**config.mk**
```make
export PLATFORM = sky130hd
export DESIGN_NAME = ibex_cheri_tag_ctrl
export DESIGN_NICKNAME = d
export VERILOG_FILES = /design/src/rtl/ibex_cheri_tag_ctrl.sv
export SDC_FILE = /design/constraint.sdc
export NUM_CORES = 1
export LEC_CHECK = 0
export BUFFER_PORTS_ARGS = -buffer_cell sky130_fd_sc_hd__buf_2
export CAP_MARGIN = 20
export CORE_AREA = 2 2 171 173
export DETAILED_ROUTE_END_ITERATION = 10
export DIE_AREA = 0 0 173 175
export HOLD_SLACK_MARGIN = 0.15
export PLACE_DENSITY = 0.61
export RECOVER_POWER = 25
export SLEW_MARGIN = 25
export SYNTH_ARGS = -nofsm -noshare
export SYNTH_HDL_FRONTEND = slang
export SYNTH_SLANG_ARGS = --single-unit
```
**constraint.sdc**
```tcl
create_clock -name clk_i -period 4.9 [get_ports clk_i]
set_input_delay 0.49 -clock clk_i [delete_from_list [all_inputs] [get_ports clk_i]]
set_output_delay 0.49 -clock clk_i [all_outputs]
set_load 0.01 [all_outputs]
```
**src/rtl/ibex_cheri_tag_ctrl.sv**
```systemverilog
// ibex_cheri_tag_ctrl
// Sole master of the single-ported CHERI tag memory. Arbitrates the port
// between LSU tag accesses and a clear engine that zeroes a contiguous
// range of tags (revocation / scrubbing).
//
// Ports:
//   clk_i, rst_i            clock, asynchronous active-high reset
//   lsu_req_i/we_i/addr_i/wdata_i   LSU tag access request
//   lsu_gnt_o               combinational grant (access issued this cycle)
//   lsu_rvalid_o/rdata_o    read response, one cycle after a granted read
//   clr_start_i/base_i/count_i/abort_i   clear engine control
//   clr_busy_o, clr_done_o  clear in progress / one-cycle completion pulse
//   tag_addr_o/we_o/wdata_o/rdata_i      tag memory port
module ibex_cheri_tag_ctrl #(
  parameter int unsigned TAG_MEM_SIZE = 128000,
  parameter int unsigned STARVE_LIMIT = 4
) (
  input  logic        clk_i,
  input  logic        rst_i,
  input  logic        lsu_req_i,
  input  logic        lsu_we_i,
  input  logic [31:0] lsu_addr_i,
  input  logic        lsu_wdata_i,
  output logic        lsu_gnt_o,
  output logic        lsu_rvalid_o,
  output logic        lsu_rdata_o,
  input  logic        clr_start_i,
  input  logic [31:0] clr_base_i,
  input  logic [31:0] clr_count_i,
  input  logic        clr_abort_i,
  output logic        clr_busy_o,
  output logic        clr_done_o,
  output logic [31:0] tag_addr_o,
  output logic        tag_we_o,
  output logic        tag_wdata_o,
  input  logic        tag_rdata_i
);

  typedef enum logic [1:0] {
    IDLE  = 2'd0,
    SWEEP = 2'd1,
    DONE  = 2'd2
  } state_t;

  localparam logic [32:0] MEM_END    = 33'(TAG_MEM_SIZE);
  localparam logic [3:0]  STARVE_MAX = 4'(STARVE_LIMIT);

  state_t      state_q, state_d;
  logic [31:0] cur_q, cur_d;
  logic [32:0] end_q, end_d;
  logic [3:0]  starve_q, starve_d;
  logic [31:0] addr_q;
  logic        rvalid_q;

  logic [32:0] clr_sum;
  logic [32:0] clr_end;
  logic [32:0] cur_inc;
  logic        lsu_gnt;
  logic        clr_own;

  // End index is formed at 33 bits so base + count cannot wrap, then
  // clamped to the memory size.
  always_comb begin
    clr_sum = {1'b0, clr_base_i} + {1'b0, clr_count_i};
    clr_end = (clr_sum > MEM_END) ? MEM_END : clr_sum;
    cur_inc = {1'b0, cur_q} + 33'd1;
  end

  // Outside a sweep the LSU has the port outright; during a sweep it may
  // win at most STARVE_LIMIT times in a row before the clear engine gets
  // a slot.
  always_comb begin
    if (state_q == SWEEP) begin
      lsu_gnt = lsu_req_i && (starve_q < STARVE_MAX);
    end else begin
      lsu_gnt = lsu_req_i;
    end
    clr_own = (state_q == SWEEP) && !lsu_gnt;
  end

  always_comb begin
    state_d  = state_q;
    cur_d    = cur_q;
    end_d    = end_q;
    starve_d = starve_q;
    unique case (state_q)
      IDLE: begin
        starve_d = '0;
        if (clr_start_i) begin
          cur_d   = clr_base_i;
          end_d   = clr_end;
          state_d = ({1'b0, clr_base_i} >= clr_end) ? DONE : SWEEP;
        end
      end
      SWEEP: begin
        if (lsu_gnt) begin
          starve_d = starve_q + 4'd1;
        end else begin
          starve_d = '0;
          cur_d    = cur_inc[31:0];
          if (cur_inc == end_q) begin
            state_d = DONE;
          end
        end
        // A write issued in the abort cycle still goes out on the port.
        if (clr_abort_i) begin
          state_d = DONE;
        end
      end
      DONE: begin
        starve_d = '0;
        state_d  = IDLE;
      end
      default: begin
        state_d = IDLE;
      end
    endcase
  end

  always_ff @(posedge clk_i or posedge rst_i) begin
    if (rst_i) begin
      state_q  <= IDLE;
      cur_q    <= '0;
      end_q    <= '0;
      starve_q <= '0;
      addr_q   <= '0;
      rvalid_q <= 1'b0;
    end else begin
      state_q  <= state_d;
      cur_q    <= cur_d;
      end_q    <= end_d;
      starve_q <= starve_d;
      addr_q   <= tag_addr_o;
      rvalid_q <= lsu_gnt && !lsu_we_i;
    end
  end

  // Port mux; the address holds its previous value when nobody is granted.
  always_comb begin
    tag_we_o    = 1'b0;
    tag_wdata_o = 1'b0;
    tag_addr_o  = addr_q;
    if (lsu_gnt) begin
      tag_we_o    = lsu_we_i;
      tag_wdata_o = lsu_wdata_i;
      tag_addr_o  = lsu_addr_i;
    end else if (clr_own) begin
      tag_we_o    = 1'b1;
      tag_wdata_o = 1'b0;
      tag_addr_o  = cur_q;
    end
  end

  assign lsu_gnt_o    = lsu_gnt;
  assign lsu_rvalid_o = rvalid_q;
  assign lsu_rdata_o  = tag_rdata_i;
  assign clr_busy_o   = (state_q == SWEEP);
  assign clr_done_o   = (state_q == DONE);

endmodule

```
==> run_results.csv, run 1 <==
group,metric,value,unit
outcome,status,"complete, but fails checks",
outcome,violations,"capacitance limit, slew limit",
power_and_ir_drop,power_density,360.3,mW/mm2
route,wl,29790,um
timing,setup_viol,0,
route,drtPass1Iterations,5,
clocking,htreeDepth,3,
timing,clock_skew,0.01268,ns
timing,whs,0.2975,ns
die,die_area,0.03028,mm2
logic_synthesis,syn_avg_cell_area,7.836,um2
timing,fmax,0.2063,GHz
die,core,0.02839,mm2
cells_and_area,diodes,0,
setup_path,cp_top_family,"compound AO/OA/AOI/OAI gates",
placement,dpl_worst_slack,-0.5580,ns
clocking,clkTransAtPathRegs,0.07,ns
setup_path,slowest_stage,"or4_4",
logic_synthesis,synth_edf_count,0,
route,wl_per_cell,16.55,um
die,ios,143,
setup_path,cp_max_fo,6,
logic_synthesis,yosysUniqueCellTypes,81,
route,vias_per_cell,5.316,
clocking,clk-insertion-delay-late,0.36,ns
route,final_antenna_net_count,0,
clocking,root_buffer,"clkbuf_16",
cells_and_area,fin_util,42.39,%
route,vias,9568,
global_route,overflow,0,
setup_path,cp.buffers_inverters,4,
setup_path,setup.worst_path.class,"in2reg",
placement,post-place-cells,1783,
timing,hold_viol,0,
timing,relSlewSlack,-123.5,%
timing,worstMarginPinSlew,3.335,ns
power_and_ir_drop,switchingPower,1.946,mW
setup_path,cp-end-kind,"flip-flop",
power_and_ir_drop,switching_share,44.89,%
power_and_ir_drop,power.internal,2.390,mW
timing,worst_slack,0.05222,ns
logic_synthesis,synth_flop_cell,"dfrtp_1",
power_and_ir_drop,p_comb_share,50.5,%
global_route,grt_pass1_wl,48190,um
logic_synthesis,syn-instance-count,1152,
cells_and_area,drive_gt1_share,30.30,%
logic_synthesis,synthArstFlopShare,100.0,%
global_route,grt_start_max_net_pins,73,
die,fp-row-count,62,
power_and_ir_drop,seq_power_share,32.1,%
route,drc,0,
clocking,cts_num_sinks,104,
die,die_x,173,um
logic_synthesis,yosys_warnings,0,
clocking,numCtsBuffers,9,
cells_and_area,layoutNonFillerInstCount,1800,
cells_and_area,area_growth,33.32,%
power_and_ir_drop,leakage,5.181,nW
cells_and_area,nets,1582,
placement,gp_congestion,0.9286,
die,start_util,31.80,%
run,max-cap-violations,1,
power_and_ir_drop,irDropWorstVdd,200.0,uV
placement,dp_hpwl,23450,um
global_route,grt_usage,19.53,%
setup_path,cp_data_required_time,5.15,ns
min_path,min_path_type,"in2reg",
setup_path,cpPeakStageDelay,0.50,ns
placement,port_buffers,140,
logic_synthesis,synth_seq_cells,104,
clocking,clk_path_buf_depth,2,
logic_synthesis,seq_area_frac_synth,28.83,%
timing,slew_violations,73,
clocking,postCtsHoldBufs,0,
timing,rsz0062_at_grt,"yes",
global_route,antenna_found_initial,0,
power_and_ir_drop,p_clk_share,17.3,%
die,die_y,175,um
setup_path,arrival,5.10,ns
clocking,cts_tree,"yes",
power_and_ir_drop,total_power,4.336,mW
route,first_iter_violations,662,
logic_synthesis,synth_area,0.009027,mm2
global_route,grt_pass1_vias,9051,
timing,period_share,98.93,%
timing,period_needed,4.848,ns
setup_path,cp-start-kind,"input pin",
==> synthesized netlist by cell type (4+ instances only) <==
cell type / n / share of area, %
a2111oi_0: 4 / 0.39
a211oi_1: 34 / 2.8
a21o_1: 24 / 2.0
a21oi_1: 101 / 5.6
a221oi_1: 4 / 0.39
a22oi_1: 5 / 0.42
a311oi_1: 4 / 0.39
a31oi_1: 11 / 0.76
a41oi_1: 4 / 0.39
and2_1: 24 / 1.7
and3_1: 8 / 0.55
and4_1: 5 / 0.49
buf_1: 5 / 0.21
buf_2: 13 / 0.72
clkbuf_1: 63 / 2.6
clkbuf_2: 4 / 0.22
dfrtp_1: 104 / 29
ha_1: 65 / 9.0
inv_1: 19 / 0.79
mux2i_1: 5 / 0.55
nand2_1: 105 / 4.4
nand2b_1: 14 / 0.97
nand3_1: 36 / 2.0
nand4_1: 29 / 2.0
nor2_1: 128 / 5.3
nor2b_1: 7 / 0.49
nor3_1: 54 / 3.0
nor3b_1: 4 / 0.33
nor4_1: 16 / 1.1
o211ai_1: 8 / 0.67
o21ai_0: 66 / 3.7
o21bai_1: 4 / 0.33
o22ai_1: 13 / 0.90
o311ai_0: 4 / 0.39
o31a_1: 8 / 0.78
o31ai_1: 4 / 0.33
o31ai_2: 8 / 1.1
o41ai_1: 4 / 0.39
or2_1: 8 / 0.55
or3_1: 9 / 0.62
or4_1: 5 / 0.42
xnor2_1: 35 / 3.4
xor2_1: 21 / 2.0
==> repair_timing <==
action                     4_1_cts  5_1_grt
setup buffers                    1        1
gates resized for setup         17       33
setup endpoints to repair        2        2
pin swaps                       10       19
gates cloned                     0        0
==> worst paths after layout <==
| kind | from | endpoint | slack, ns | cells after the start |
|---|---|---|---|---|
| setup / recovery | clr_base_i[8] | state_q[1] | 0.05 | 25 |
| setup reg to reg | cur_q[0] | state_q[0] | 0.74 | 11 |
| hold reg to reg | end_q[29] | end_q[29] | 0.51 | 1 |
| min in group asynchronous | rst_i | addr_q[1] | 1.09 | 2 |
| max in group asynchronous | rst_i | addr_q[27] | 2.25 | 3 |
| hold / removal | lsu_we_i | lsu_rvalid_o | 0.30 | 2 |
==> metrics by stage <==
step | TNS [ns] | area, um2
4_1_cts | 0 | 11870
3_3_place_gp | -0.8414 | 11460
6_report | 0 | 12040
2_1_floorplan | -0.5082 | 9344
3_5_place_dp | -1.080 | 11470
5_1_grt | -0.3742 | 12040
==> kinds of logic after synthesis <==
| group | Yosys count | synth area share, % |
|---|---|---|
| xor gates and xnor gates | 56 | 5.433 |
| adders and majority gates | 66 | 9.231 |
| AOI/OAI and AO/OA | 341 | 24.86 |
| other | 1 | 0.04154 |
| and+or+nand+nor | 470 | 25.90 |
| DFF | 104 | 28.83 |
| muxes | 7 | 0.8039 |
| buffers and inverters | 107 | 4.893 |
==> power groups by stage <==
| stage | Sequential (mW) | Clock (mW) | Combinational [mW] |
|---|---|---|---|
| after floorplan | 1.19 | 0 | 1.62 |
| after global placement | 1.39 | 0 | 2.10 |
| after detailed placement | 1.40 | 0 | 2.14 |
| after CTS | 1.38 | 0.769 | 2.17 |
| after global routing | 1.44 | 0.802 | 2.43 |
| final | 1.39 | 0.751 | 2.19 |
==> layout make-up <==
type	instances	area, um2
clock inverters	4	52.55
inverters	19	72.57
well taps	384	480.5
repair buffers	323	2095
flip-flops and latches	104	2603
fillers	2942	16360
multi-input cells	955	6480
clock buffers	11	252.7
==> layer usage <==
| layer | part of all wire, % | vias up | track usage (%) | routed length [um] |
|---|---|---|---|---|
| met3 | 4.6 | 45 | 1.958 | 1356 |
| met1 | 48 | 4479 | 27.92 | 14410 |
| li1 | - | 4755 | - | - |
| met2 | 44 | 289 | 30.93 | 13230 |
| met4 | 2.7 | 0 | 6.215 | 792 |
| met5 | 0 | - | 0 | 0 |
==> flip-flops by register name (all words and copies together) (netlist names) <==
signal	cells
lsu_rvalid_o	1
addr_q	32
end_q	33
starve_q	4
cur_q	32
state_q	2
==> cell usage in the layout (no fill, tap or decap), types with 7 or more instances in the layout <==
master	n
conb_1	15
nor4_1	16
and2_1	22
xnor2_1	35
xor2_1	21
a211oi_1	32
nand3_1	36
o21ai_0	58
a21o_1	23
dfrtp_1	104
or3_1	9
nand2_1	103
o31a_1	8
and3_1	7
o21ai_1	9
clkbuf_16	9
inv_1	15
buf_4	180
ha_1	49
nand4_1	29
ha_4	15
nor2b_1	7
buf_2	138
o22ai_1	13
nor3_1	51
or2_1	7
nor2_1	124
a21oi_1	84
o31ai_2	10
a21oi_2	16
a31oi_1	11
o211ai_1	8
nand2b_1	13
Note: power is estimated with default switching activity, not from simulation.
==> inputs of run 2 (changes only) <==
- CELL_PAD_IN_SITES_DETAIL_PLACEMENT: not set -> 0
- CELL_PAD_IN_SITES_GLOBAL_PLACEMENT: not set -> 1
- PLACE_DENSITY: 0.61 -> 0.75
==> run 2 against run 1 <==
  * The flow still finishes with violations (capacitance limit, slew limit)
  * Combinational power about the same
  * Sequential share of layout area decreased by 0.24 points
  * Utilization increased by 0.47 points
  * Maximum frequency decreased by 0.94%
  * Via count decreased by 0.46%
  * Sequential cell count unchanged
  * Register-to-register slack about the same
  * First-iteration DRC count decreased by 15%
  * Clock skew decreased by 0.0028 ns
  * Die area unchanged
  * Critical path type unchanged
  * Critical endpoint unchanged
  * Largest cell class unchanged
==> run_results.csv, run 2 (synthesized netlist as in run 1, its figures left out) <==
group,metric,value,unit
power_and_ir_drop,switching_share,44.74,%
die,fp-row-count,62,
outcome,violations,"capacitance limit, slew limit",
power_and_ir_drop,seq_power_share,32.0,%
power_and_ir_drop,irDropWorstVdd,188.2,uV
die,start_util,31.80,%
outcome,status,"complete, but fails checks",
placement,post-place-cells,1786,
setup_path,cp-start-kind,"input pin",
timing,slew_violations,59,
route,wl_per_cell,16.59,um
timing,period_needed,4.894,ns
setup_path,reg2reg_depth,11,
die,die_y,175,um
timing,period_share,99.87,%
power_and_ir_drop,p_comb_share,50.8,%
timing,rsz0062_at_grt,"yes",
run,max-cap-violations,1,
clocking,htreeDepth,3,
setup_path,slowest_stage,"or4_4",
timing,whs,0.3061,ns
setup_path,timing.rr.end,"state_q[0]",
global_route,grt_start_max_net_pins,65,
route,vias,9524,
clocking,clk-insertion-delay-late,0.35,ns
clocking,cts_num_sinks,104,
die,die_x,173,um
placement,gp_congestion,0.9280,
global_route,grt_pass1_wl,48560,um
cells_and_area,diodes,0,
setup_path,cp_max_fo,6,
power_and_ir_drop,switchingPower,1.953,mW
power_and_ir_drop,power.internal,2.412,mW
power_and_ir_drop,leakage,5.225,nW
die,die_area,0.03028,mm2
setup_path,cp_top_family,"compound AO/OA/AOI/OAI gates",
cells_and_area,drive_gt1_share,30.90,%
setup_path,crit_path_cell_trace,"buf_2 -> ha_4 -> and2_4 -> a221oi_4 -> a21oi_4 -> a2111o_1 -> nand4_2 -> mux2i_1 -> or4_4 -> nor4b_4 -> nand3_4 -> buf_6 -> or2_1 -> ha_2 -> a21o_1 -> a21o_1 -> a21oi_2 -> o21ai_1 -> nand3_1 -> nand2_1 -> a221o_1 -> a21oi_2 -> inv_2 -> o211a_1",
global_route,grt_usage,19.73,%
setup_path,rr_startpoint,"cur_q[0]",
global_route,antenna_found_initial,0,
global_route,overflow,0,
cells_and_area,final_area,0.01217,mm2
min_path,min_path_type,"in2reg",
power_and_ir_drop,power_density,358.6,mW/mm2
setup_path,arrival,5.13,ns
timing,hold_viol,0,
die,ios,143,
timing,fmax,0.2043,GHz
global_route,grt_pass1_vias,9053,
clocking,clk_path_buf_depth,2,
setup_path,cpPeakStageDelay,0.54,ns
setup_path,setup.worst_path.class,"in2reg",
timing,worst_slack,0.006369,ns
timing,worstMarginPinSlew,2.659,ns
route,drc,0,
placement,port_buffers,140,
placement,dpl_worst_slack,-0.5004,ns
placement,place_area,0.01149,mm2
cells_and_area,area_growth,34.80,%
cells_and_area,final_cell_mix,"buf_4 (188), buf_2 (137), nor2_1 (125)",
timing,relSlewSlack,-78.21,%
clocking,cts_tree,"yes",
cells_and_area,layout.cells.most_common,"buf_4",
min_path,min_to,"lsu_rvalid_o",
cells_and_area,nets,1593,
setup_path,cp-end-kind,"flip-flop",
setup_path,cp_data_required_time,5.14,ns
route,drtPass1Iterations,7,
setup_path,cp.buffers_inverters,3,
power_and_ir_drop,p_clk_share,17.2,%
placement,dp_hpwl,23470,um
cells_and_area,largest_registers,"end_q: 33 flops, addr_q: 32 flops, cur_q: 32 flops",
cells_and_area,largest_register_ffs,33,
route,first_iter_violations,565,
timing,setup_viol,0,
min_path,hp-start,"lsu_we_i",
setup_path,r2r_setup_slack,0.75,ns
clocking,clkTransAtPathRegs,0.07,ns
clocking,numCtsBuffers,9,
route,wl,30050,um
clocking,root_buffer,"clkbuf_16",
die,core,0.02839,mm2
cells_and_area,layoutNonFillerInstCount,1811,
route,final_antenna_net_count,0,
timing,clock_skew,0.009895,ns
cells_and_area,fin_util,42.86,%
cells_and_area,top_register,"end_q",
min_path,min_path_cells,2,
route,vias_per_cell,5.259,
==> run 2: how the worst max path moves through the flow <==
stage	startpoint	to	slack [ns]	depth (start not counted)
6_report	clr_base_i[3]	state_q[1]	0.006	24
5_1_grt	clr_count_i[0]	state_q[1]	-0.18	26
4_1_cts	clr_base_i[4]	state_q[1]	0.0002	24
3_5_place_dp	clr_base_i[24]	state_q[1]	-0.50	23
3_3_place_gp	clr_base_i[0]	state_q[1]	-0.45	26
2_1_floorplan	clr_base_i[26]	state_q[1]	-0.28	24
==> run 2: power groups by stage <==
stage / registers [mW] / clock network, mW / logic (mW)
floorplan: 1.19 / 0 / 1.62
global placement: 1.40 / 0 / 2.13
detailed placement: 1.41 / 0 / 2.16
CTS: 1.39 / 0.765 / 2.19
global route: 1.44 / 0.797 / 2.46
finish: 1.40 / 0.750 / 2.22
==> run 2: final cells by class <==
cell class / count / area (um2)
multi-input cells: 955 / 6520
fillers: 2898 / 16220
inverters: 19 / 72.57
repair buffers: 334 / 2187
well taps: 384 / 480.5
clock buffers: 11 / 252.7
flip-flops and latches: 104 / 2603
clock inverters: 4 / 53.80
==> run 2: stage by stage <==
stage | total power [mW] | setup TNS, ns
floorplan | 2.812 | -0.5082
global placement | 3.523 | -0.8696
detailed placement | 3.562 | -0.9601
CTS | 4.350 | 0
global route | 4.701 | -0.3516
finish | 4.364 | 0
==> run 2: layer usage <==
layer | vias up | global-route usage, % | share of wire [%]
met4 | 0 | 5.049 | 1.6
li1 | 4768 | - | -
met5 | - | 0 | 0
met1 | 4455 | 28.65 | 49
met3 | 24 | 2.654 | 5.0
met2 | 277 | 30.78 | 44
==> run 2: timing repair <==
item | CTS | global route
hold buffers | 0 | 0
gates resized for setup | 33 | 28
endpoints found under the setup margin | 2 | 2
pin swaps | 26 | 23
setup buffers | 4 | 6
==> inputs of run 3 (changes only) <==
- MAX_ROUTING_LAYER: not set -> met4
==> run 3 against run 2 <==
  * The flow finishes with violations (capacitance limit, slew limit, setup timing)
  * Largest cell class unchanged
  * Count of clock-buffer cells in the layout is 2 lower
  * Final cell count decreased by 0.28%
  * Global-route usage increased by 0.40 points
  * Maximum frequency fell by 0.26%
  * Sequential cell count unchanged
  * Total power shrank 0.57%
  * Via count shrank 1.0%
  * Utilization down 0.59 points
  * Combinational power hardly changed
  * First-iteration DRC count decreased by 9.4%
  * Clock power is 1% higher
==> run_results.csv, run 3 (synthesized netlist as in run 1, its figures left out) <==
group,metric,value,unit
setup_path,r2r_setup_slack,0.84,ns
clocking,numCtsBuffers,9,
global_route,grt_usage,20.13,%
min_path,min_path_type,"in2reg",
clocking,cts_tree,"yes",
setup_path,cp_max_fo,5,
setup_path,setup.worst_path.class,"in2reg",
die,start_util,31.80,%
clocking,cts_num_sinks,104,
global_route,grt_pass1_wl,48040,um
power_and_ir_drop,power_density,361.6,mW/mm2
setup_path,reg2reg_depth,11,
die,ios,143,
outcome,status,"complete, but fails checks",
setup_path,cp-start-kind,"input pin",
cells_and_area,largest_registers,"end_q: 33 flops, addr_q: 32 flops, cur_q: 32 flops",
route,vias,9426,
cells_and_area,drive_gt1_share,29.61,%
route,vias_per_cell,5.219,
placement,dpl_worst_slack,-0.5927,ns
global_route,antenna_found_initial,0,
die,die_x,173,um
die,die_y,175,um
cells_and_area,fin_util,42.27,%
route,first_iter_violations,512,
die,core,0.02839,mm2
global_route,grt_pass1_vias,9061,
clocking,postCtsHoldBufs,0,
cells_and_area,diodes,0,
cells_and_area,regArea,0.002603,mm2
global_route,overflow,0,
setup_path,cp_data_required_time,5.14,ns
route,drtPass1Iterations,5,
placement,dp_hpwl,23550,um
die,fp-row-count,62,
timing,rsz0062_at_grt,"yes",
min_path,hp-start,"lsu_we_i",
timing,worst_slack,-0.006444,ns
cells_and_area,layout.cells.most_common,"buf_4",
global_route,grt_start_max_net_pins,75,
clocking,htreeDepth,3,
timing,clock_skew,0.01469,ns
setup_path,timing.rr.end,"state_q[0]",
cells_and_area,area_growth,32.95,%
timing,hold_viol,0,
route,drc,0,
timing,slew_violations,64,
clocking,root_buffer,"clkbuf_16",
route,wl,29930,um
run,max-cap-violations,1,
timing,relSlewSlack,-95.99,%
route,final_antenna_net_count,0,
clocking,clk_path_buf_depth,2,
placement,gp_congestion,0.9303,
timing,worstMarginPinSlew,2.924,ns
power_and_ir_drop,leakage,5.197,nW
die,die_area,0.03028,mm2
timing,whs,0.3078,ns
cells_and_area,largest_register_ffs,33,
outcome,violations,"capacitance limit, slew limit, setup timing",
clocking,clkTransAtPathRegs,0.07,ns
timing,fmax,0.2038,GHz
cells_and_area,top_register,"end_q",
placement,port_buffers,140,
setup_path,endpoint,"state_q[1]",
timing,setup_viol,2,
setup_path,rr_startpoint,"cur_q[0]",
route,wl_per_cell,16.57,um
cells_and_area,fillers,2925,
setup_path,cp-end-kind,"flip-flop",
timing,period_share,100.1,%
cells_and_area,multi_input_area,0.006400,mm2
setup_path,arrival,5.14,ns
timing,period_needed,4.906,ns
setup_path,startpoint,"clr_base_i[0]",
cells_and_area,nets,1587,
cells_and_area,final_cell_mix,"buf_4 (185), buf_2 (138), nor2_1 (125)",
power_and_ir_drop,irDropWorstVdd,180.0,uV
clocking,clk-insertion-delay-late,0.35,ns
run 3: area by class of cell:
class / count / share of cell area [%]
multi-input combinational: 955 / 53.33
sequential: 104 / 21.68
timing repair buffer: 328 / 17.80
tap: 384 / 4.003
clock buffer: 9 / 1.877
clock inverter: 7 / 0.7089
inverter: 19 / 0.6047
run 3: stage by stage:
| step | instances | cell area [um2] | TNS (ns) | total power, mW |
|---|---|---|---|---|
| floorplan | 1166 | 9344 | -0.5082 | 2.812 |
| global placement | 1785 | 11480 | -0.8461 | 3.520 |
| detailed placement | 1785 | 11480 | -1.163 | 3.558 |
| CTS | 1805 | 11930 | 0 | 4.353 |
| global route | 1806 | 12000 | -0.4586 | 4.684 |
| finish | 1806 | 12000 | -0.01207 | 4.339 |
run 3: report_power, final:
group | switching (mW) | total (mW) | leakage (nW) | internal, mW
logic | 1.29 | 2.19 | 3.80 | 0.896
registers | 0.321 | 1.39 | 1.25 | 1.07
clock network | 0.352 | 0.760 | 0.153 | 0.408
total | 1.96 | 4.34 | 5.20 | 2.38
run 3: metal layers:
metal	vias up	GRT usage, %	share of wire [%]
li1	4771	-	-
met4	0	4.379	1.4
met5	-	-	0
met3	23	1.871	3.9
met2	239	31.62	45
met1	4393	28.17	50
run 3: critical path: stages:
cell,delay (ns)
buf_4,0.10
ha_4,0.13
inv_2,0.03
fa_2,0.34
nand2b_4,0.16
a211oi_4,0.24
buf_6,0.15
o21ai_4,0.08
o211ai_1,0.22
xnor2_1,0.14
o211ai_1,0.11
or4_4,0.51
nor4b_4,0.31
nand3_4,0.14
buf_6,0.15
or2_1,0.21
ha_2,0.18
a21o_1,0.14
a21o_1,0.16
a21oi_2,0.12
o21ai_1,0.07
nand3_1,0.07
nand2_1,0.07
a221o_1,0.37
a21oi_2,0.15
inv_1,0.07
o211a_1,0.21
run 3: how the worst min path moves through the flow:
stage	end	slack, ns	cells after the start
global route	lsu_rvalid_o	0.31	2
finish	lsu_rvalid_o	0.31	2
CTS	lsu_rvalid_o	0.30	2
global placement	end_q[28]	0.49	1
detailed placement	end_q[32]	0.49	1
floorplan	end_q[0]	0.47	2
run 3: timing repair:
item,in CTS,in global routing
setup endpoints to repair,2,2
pin swaps,17,4
resized for setup,21,14
cloned,0,0
hold endpoints to repair,0,0
setup buffers,4,1
